==> src/rtl/cond_flag_unit.sv <==
// Program status flags {N,Z,C,V} latched from the ALU, plus one-cycle condition evaluation
// with forwarding from a same-cycle flag update; registered carry feeds back to ALU Cin.
module cond_flag_unit #(
  parameter int          COND_W     = 4,
  parameter logic [3:0]  FLAG_RESET = 4'b0000
) (
  input  logic              clk,
  input  logic              reset,
  input  logic              alu_c,
  input  logic              alu_n,
  input  logic              alu_v,
  input  logic              alu_z,
  input  logic              s_bit,
  input  logic              hold,
  input  logic [COND_W-1:0] cond,
  input  logic              cond_req,
  output logic [3:0]        flags,
  output logic              carry_to_alu,
  output logic              cond_true,
  output logic              cond_valid,
  output logic [7:0]        update_count
);

  logic [3:0] flags_q, flags_d;
  logic [7:0] cnt_q, cnt_d;
  logic       true_q, true_d;
  logic       valid_q, valid_d;
  logic [3:0] alu_flags;
  logic [3:0] eff;
  logic       cond_hit;

  assign alu_flags = {alu_n, alu_z, alu_c, alu_v};

  // Forward the executing instruction's flags to the instruction in decode.
  assign eff = (s_bit && !hold) ? alu_flags : flags_q;

  always_comb begin
    cond_hit = 1'b0;
    case (cond)
      4'b0000: cond_hit = eff[2];
      4'b0001: cond_hit = !eff[2];
      4'b0010: cond_hit = eff[1];
      4'b0011: cond_hit = !eff[1];
      4'b0100: cond_hit = eff[3];
      4'b0101: cond_hit = !eff[3];
      4'b0110: cond_hit = eff[0];
      4'b0111: cond_hit = !eff[0];
      4'b1000: cond_hit = eff[1] && !eff[2];
      4'b1001: cond_hit = !eff[1] || eff[2];
      4'b1010: cond_hit = (eff[3] == eff[0]);
      4'b1011: cond_hit = (eff[3] != eff[0]);
      4'b1100: cond_hit = !eff[2] && (eff[3] == eff[0]);
      4'b1101: cond_hit = eff[2] || (eff[3] != eff[0]);
      4'b1110: cond_hit = 1'b1;
      default: cond_hit = 1'b0;
    endcase
  end

  always_comb begin
    flags_d = flags_q;
    cnt_d   = cnt_q;
    true_d  = true_q;
    valid_d = valid_q;
    if (!hold) begin
      if (s_bit) begin
        flags_d = alu_flags;
        cnt_d   = cnt_q + 8'd1;
      end
      valid_d = cond_req;
      true_d  = cond_req && cond_hit;
    end
  end

  always_ff @(posedge clk or negedge reset) begin
    if (!reset) begin
      flags_q <= FLAG_RESET;
      cnt_q   <= 8'd0;
      true_q  <= 1'b0;
      valid_q <= 1'b0;
    end else begin
      flags_q <= flags_d;
      cnt_q   <= cnt_d;
      true_q  <= true_d;
      valid_q <= valid_d;
    end
  end

  assign flags        = flags_q;
  assign carry_to_alu = flags_q[1];
  assign cond_true    = true_q;
  assign cond_valid   = valid_q;
  assign update_count = cnt_q;

endmodule

==> config.mk <==
export PLATFORM = sky130hd
export DESIGN_NAME = cond_flag_unit
export DESIGN_NICKNAME = d
export VERILOG_FILES = /design/src/rtl/cond_flag_unit.sv
export SDC_FILE = /design/constraint.sdc
export NUM_CORES = 1
export LEC_CHECK = 0
export ABC_AREA = 1
export CAP_MARGIN = 20
export CORE_MARGIN = 2
export CORE_UTILIZATION = 42
export DETAILED_ROUTE_END_ITERATION = 10
export PLACE_DENSITY = 0.87
export SKIP_LAST_GASP = 1
export SYNTH_ARGS = -nofsm -noshare
export SYNTH_HDL_FRONTEND = slang
export SYNTH_SLANG_ARGS = --single-unit
==> constraint.sdc <==
create_clock -name clk -period 1.2 [get_ports clk]
set_clock_uncertainty 0.05 [all_clocks]
set_input_delay 0.12 -clock clk [delete_from_list [all_inputs] [get_ports clk]]
set_output_delay 0.12 -clock clk [all_outputs]
set_load 0.01 [all_outputs]
## After elaboration in Yosys (flattened, before gate mapping)

Index checks and enable logic that the tools add are counted.

| word-level totals | value |
|---|---|
| register bits after elaboration | 14 |
| input bits | 13 |
| output and inout bits | 15 |
| logic and storage cells | 37 |

| operators by class | value |
|---|---|
| add/sub/neg operators | 1 |
| equality and inequality tests | 16 |
| muxes and demuxes | 2 |
| bitwise operators | 1 |
| reduce and logical (&&, ||, !) cells | 13 |

Operators with widths:

| kind | number |
|---|---|
| $eq 4x4->1 const B | 7 |
| $eq 4x3->1 const B | 4 |
| $pmux 1 s15 | 1 |
| $add 8x1->8 const B | 1 |
| $eq 4x2->1 const B | 2 |
| $logic_not 1->1 | 5 |
| $eq 4x1->1 const B | 1 |
| $logic_and 1x1->1 | 4 |
| $logic_not 4->1 | 1 |
| $mux 4 | 1 |
| $logic_or 1x1->1 | 2 |
| $reduce_and 2->1 | 1 |
| $eq 1x1->1 | 1 |
| $ne 1x1->1 | 1 |
| $not 1->1 | 1 |

## Longest topological paths before layout

| depth | value |
|---|---|
| depth after elaboration | 7 |
| gate-level depth with buffers | 13 |

## Worst setup path before layout

Ideal clock, no wire load.

| timing | value |
|---|---|
| path kind | flip-flop to flip-flop |
| start point | register cnt_q[2], in the netlist update_count[2] |
| end point | register cnt_q[7], in the netlist update_count[7] |
| setup time | 0.122 ns |
| arrival time | 1.204 ns |
| data required time | 1.028 ns |
| path slack | -0.175 ns |
| cell stages (with the launch flop) | 7 |
| path buffers | 0 |
| cell sequence | dfrtp_1 inv_1 nor4_4 nand3_1 nor2_1 nand2_1 xor2_1 |

| on the way | value |
|---|---|
| word-level cells in the longest chain between the ends | 1 |

Ends and longest elaborated chain:

| item | RTL line | RTL |
|---|---|---|
| from (decl) | 25 | `logic [7:0] cnt_q, cnt_d;` |
| from (signal assigned) | 82 | `cnt_q <= cnt_d;` |
| $add 8x1->8 | 67 | `cnt_d = cnt_q + 8'd1;` |

No other way between the ends.
A chain may end at the register's enable or synchronous reset.

## Worst setup path after layout

| timing | value |
|---|---|
| start point | register flags_q[3], in the netlist flags[3] |
| end point | register true_q, in the netlist cond_true |

| on the way | value |
|---|---|
| word-level cells in the longest chain between the ends | 5 |
| elaborated cells between the ends (all ways) | 8 |
| classes of those cells | 2 x eq/ne; 2 x mux; 4 x reduce/logical |

Ends and longest elaborated chain:

| item | RTL line | RTL |
|---|---|---|
| from (decl) | 24 | `logic [3:0] flags_q, flags_d;` |
| from (signal assigned) | 81 | `flags_q <= flags_d;` |
| $mux 4 (*) | 35 | `assign eff = (s_bit && !hold) ? alu_flags : flags_q;` |
| $ne 1x1->1 or $eq 1x1->1 (tied branches) | -- |  |
| $logic_or 1x1->1 or $logic_and 1x1->1 (tied branches) | 53, 52 |  |
| $pmux 1 s15 (*) | 39 | `case (cond)` |
| $logic_and 1x1->1 (*) | 70 | `true_d = cond_req && cond_hit;` |
| to (signal assigned) | 83 | `true_q <= true_d;` |
| to (decl) | 26 | `logic true_q, true_d;` |

Mark *: on every way between the ends. The rest lies on a longest branch, timed or not.

==> flow_metrics.env <==
export IMPL_status="complete, but fails checks"
export IMPL_violations="setup timing"
export IMPL_boundaryPins=28
export IMPL_yosys_register_bits=14
export IMPL_switchingPower_mw=0.798
export IMPL_met1_usage=0.199
export IMPL_wl_per_cell_um=11.0
export IMPL_rsz0062_at_grt="yes"
export IMPL_layout_nets=189
export IMPL_dp_slack_ps=-566
export IMPL_portBuffers=27
export IMPL_hold_path_class="in -> async"
export IMPL_diodes=0
export IMPL_die_area_sq_um=2670
export IMPL_cp_arrival_ps=1440
export IMPL_synth_warnings=0
export IMPL_finalHoldViolCount=0
export IMPL_path_max_fanout=3
export IMPL_seqPwrFrac=0.351
export IMPL_antenna_found_initial=0
export IMPL_clock_path_buffers=2
export IMPL_fill_cells=173
export IMPL_rrSetupSlack_ps=-110
export IMPL_comb_power_share=0.489
export IMPL_grt_pass1_wl_mm=3.74
export IMPL_synth_area_sq_um=953
export IMPL_vias=924
export IMPL_p_clk_frac=0.160
export IMPL_gr_usage_met2=0.365
export IMPL_netlist_instances=122
export IMPL_initial_core_util=0.439
export IMPL_drc_errors=0
export IMPL_hold_slack_ps=96.9
export IMPL_swShare=0.376
export IMPL_drt_first_pass_iters=4
export IMPL_dpl_instance_area_sq_um=1370
export IMPL_busiest_layer="met2"
export IMPL_cts_hold_buf=0
export IMPL_drive_gt1_frac=0.345
export IMPL_critPathCaptureType="flop"
export IMPL_cts_tree="built"
export IMPL_fin_crit_ps=1310
export IMPL_crit_chain="buf_6 -> nand2_4 -> nand2_4 -> nand2_2 -> nand2_1 -> nand2_1 -> nand3_2 -> nor2_2 -> nand2_1 -> nand2_1 -> nand2_1"
export IMPL_htree_levels=1
export IMPL_peakVddDrop_v=0.000909
export IMPL_cp_num_buf_inv=1
export IMPL_postLayoutCellArea_sq_um=1500
export IMPL_drt_wl_total_mm=2.23
export IMPL_gr_total_overflow=0
export IMPL_grt_pass1_vias=897
export IMPL_drv_cap=0
export IMPL_postRouteAntennaNets=0
export IMPL_area_growth_pct=57.0
export IMPL_crit_slowest_cell="dfrtp_1"
export IMPL_cts_num_sinks=14
export IMPL_p_int_mw=1.32
export IMPL_path_clk_slew_ps=90
export IMPL_cp_top_family="simple AND/OR/NAND/NOR gates"
export IMPL_leakage_nw=0.807
export IMPL_syn_nets=136
export IMPL_setup_ws_ps=-115
export IMPL_worstSkewPairLatency_ps=280
export IMPL_grtUsageMet3=0.0172
export IMPL_power_density_nw_per_um2=1420
export IMPL_fin_crit_sh=1.10
export IMPL_finalPower_mw=2.12
export IMPL_core_area_sq_um=2170
export IMPL_criticalPathCategory="reg -> reg"
export IMPL_maxSlewViolCount=0
export IMPL_worst_slew_pin_transition_ps=243
export IMPL_routabilityCongestion=0.854
export IMPL_layout_commonest_cell="nand2_1"
export IMPL_slew_headroom=0.837
export IMPL_synth_seq_area_share=0.367
export IMPL_setup_viol=5
export IMPL_synth_distinct_cells=21
export IMPL_die_w_um=51.6
export IMPL_drtIter0Drc=14
export IMPL_dp_hpwl_mm=1.72
export IMPL_avgSynthCellArea_sq_um=7.81
export IMPL_crit_path_max_incr_delay_ps=410
export IMPL_root_buffer="clkbuf_4"
export IMPL_grt_max_degree=15
export IMPL_track_usage=0.183
export IMPL_max_freq_ghz=0.761
export IMPL_rows=17
export IMPL_mostFrequentLayoutCells="nand2_1, inv_1, buf_4, dlygate4sd2_1, dfrtp_1"
export IMPL_cts_buffers=3
export IMPL_startpoint_type="flop"
export IMPL_viasPerCell=4.57
export IMPL_cpMostUsedCell="nand2_1"
export IMPL_die_h_um=51.6
export IMPL_required_ps=1330
## metrics by stage
step	TNS [ps]	std cells	util
after CTS	-341	201	0.665
final	-393	202	0.690
after global routing	-858	202	0.690
after detailed placement	-3630	190	0.629
after floorplan	-135	122	-
after global placement	-3330	190	0.629
## power groups by stage
stage / Combinational, mW / Sequential (mW) / Clock (mW)
floorplan: 0.385 / 0.825 / 0
global placement: 0.942 / 0.755 / 0
detailed placement: 0.973 / 0.765 / 0
CTS: 0.988 / 0.728 / 0.348
global route: 1.14 / 0.762 / 0.368
finish: 1.04 / 0.745 / 0.340
## kinds of logic (layout without fill, tap and decap cells)
family,after synthesis,in the layout,share of synthesized area
fa+ha+maj,1,1,0.0131
simple gates,73,73,0.426
buf+inv,24,76,0.109
compound gates,3,3,0.0197
flops,14,14,0.367
xor+xnor,7,7,0.0643
## synth_stat cells
cell	number	area share
nor2_1	7	0.028
xor2_1	7	0.064
o21ai_2	1	0.0092
nor3_1	5	0.026
nand2_1	28	0.11
nand3_2	1	0.010
nand2_8	1	0.021
o21ai_0	1	0.0052
a21oi_1	1	0.0052
buf_6	1	0.012
nand2_4	5	0.059
nand2_2	9	0.059
nor4_4	1	0.022
buf_4	1	0.0079
inv_1	21	0.083
nand3b_1	2	0.016
nand3_1	13	0.068
dfrtp_1	14	0.37
inv_4	1	0.0066
nand4_1	1	0.0066
ha_1	1	0.013
## sequential cells by signal (all words and copies together), names as in the netlist
register	count
cond_valid	1
flags	4
cond_true	1
update_count	8
## per-layer routing
layer / wire length (um) / up-vias
li1: - / 476
met1: 884 / 423
met2: 1240 / 23
met3: 84 / 2
met4: 21 / 0
met5: 0 / -
## worst paths after layout
path,endpoint,cells past startpoint,from
max in group asynchronous,flags[3],2,reset
worst min register to register,cond_true,2,cond_true
min in group clk,cond_true,3,hold
worst min-delay path,update_count[6],2,reset
worst max register to register,cond_true,11,flags[3]
worst max-delay path,cond_true,11,flags[3]
## area by class of cell
cell class              count  area, sq um  share of cell area
well taps                  28         35.0              0.0234
repair buffers             50          445               0.298
multi-input cells          84          544               0.364
inverters                  22         85.1              0.0569
flip-flops and latches     14          350               0.234
clock buffers               4         36.3              0.0242
## worst register-to-register path, cell delays in order, from the launching register on
cell and delay, ps:
dfrtp_1 410, buf_6 130, nand2_4 60, nand2_4 60, nand2_2 70, nand2_1 50
nand2_1 60, nand3_2 60, nor2_2 110, nand2_1 60, nand2_1 50, nand2_1 50
## timing repair
action	in CTS	in global routing
pin swaps	8	8
resized for setup	23	13
setup buffers	7	1
endpoints found under the setup margin	21	5
Power figures use the tool's default switching activity.
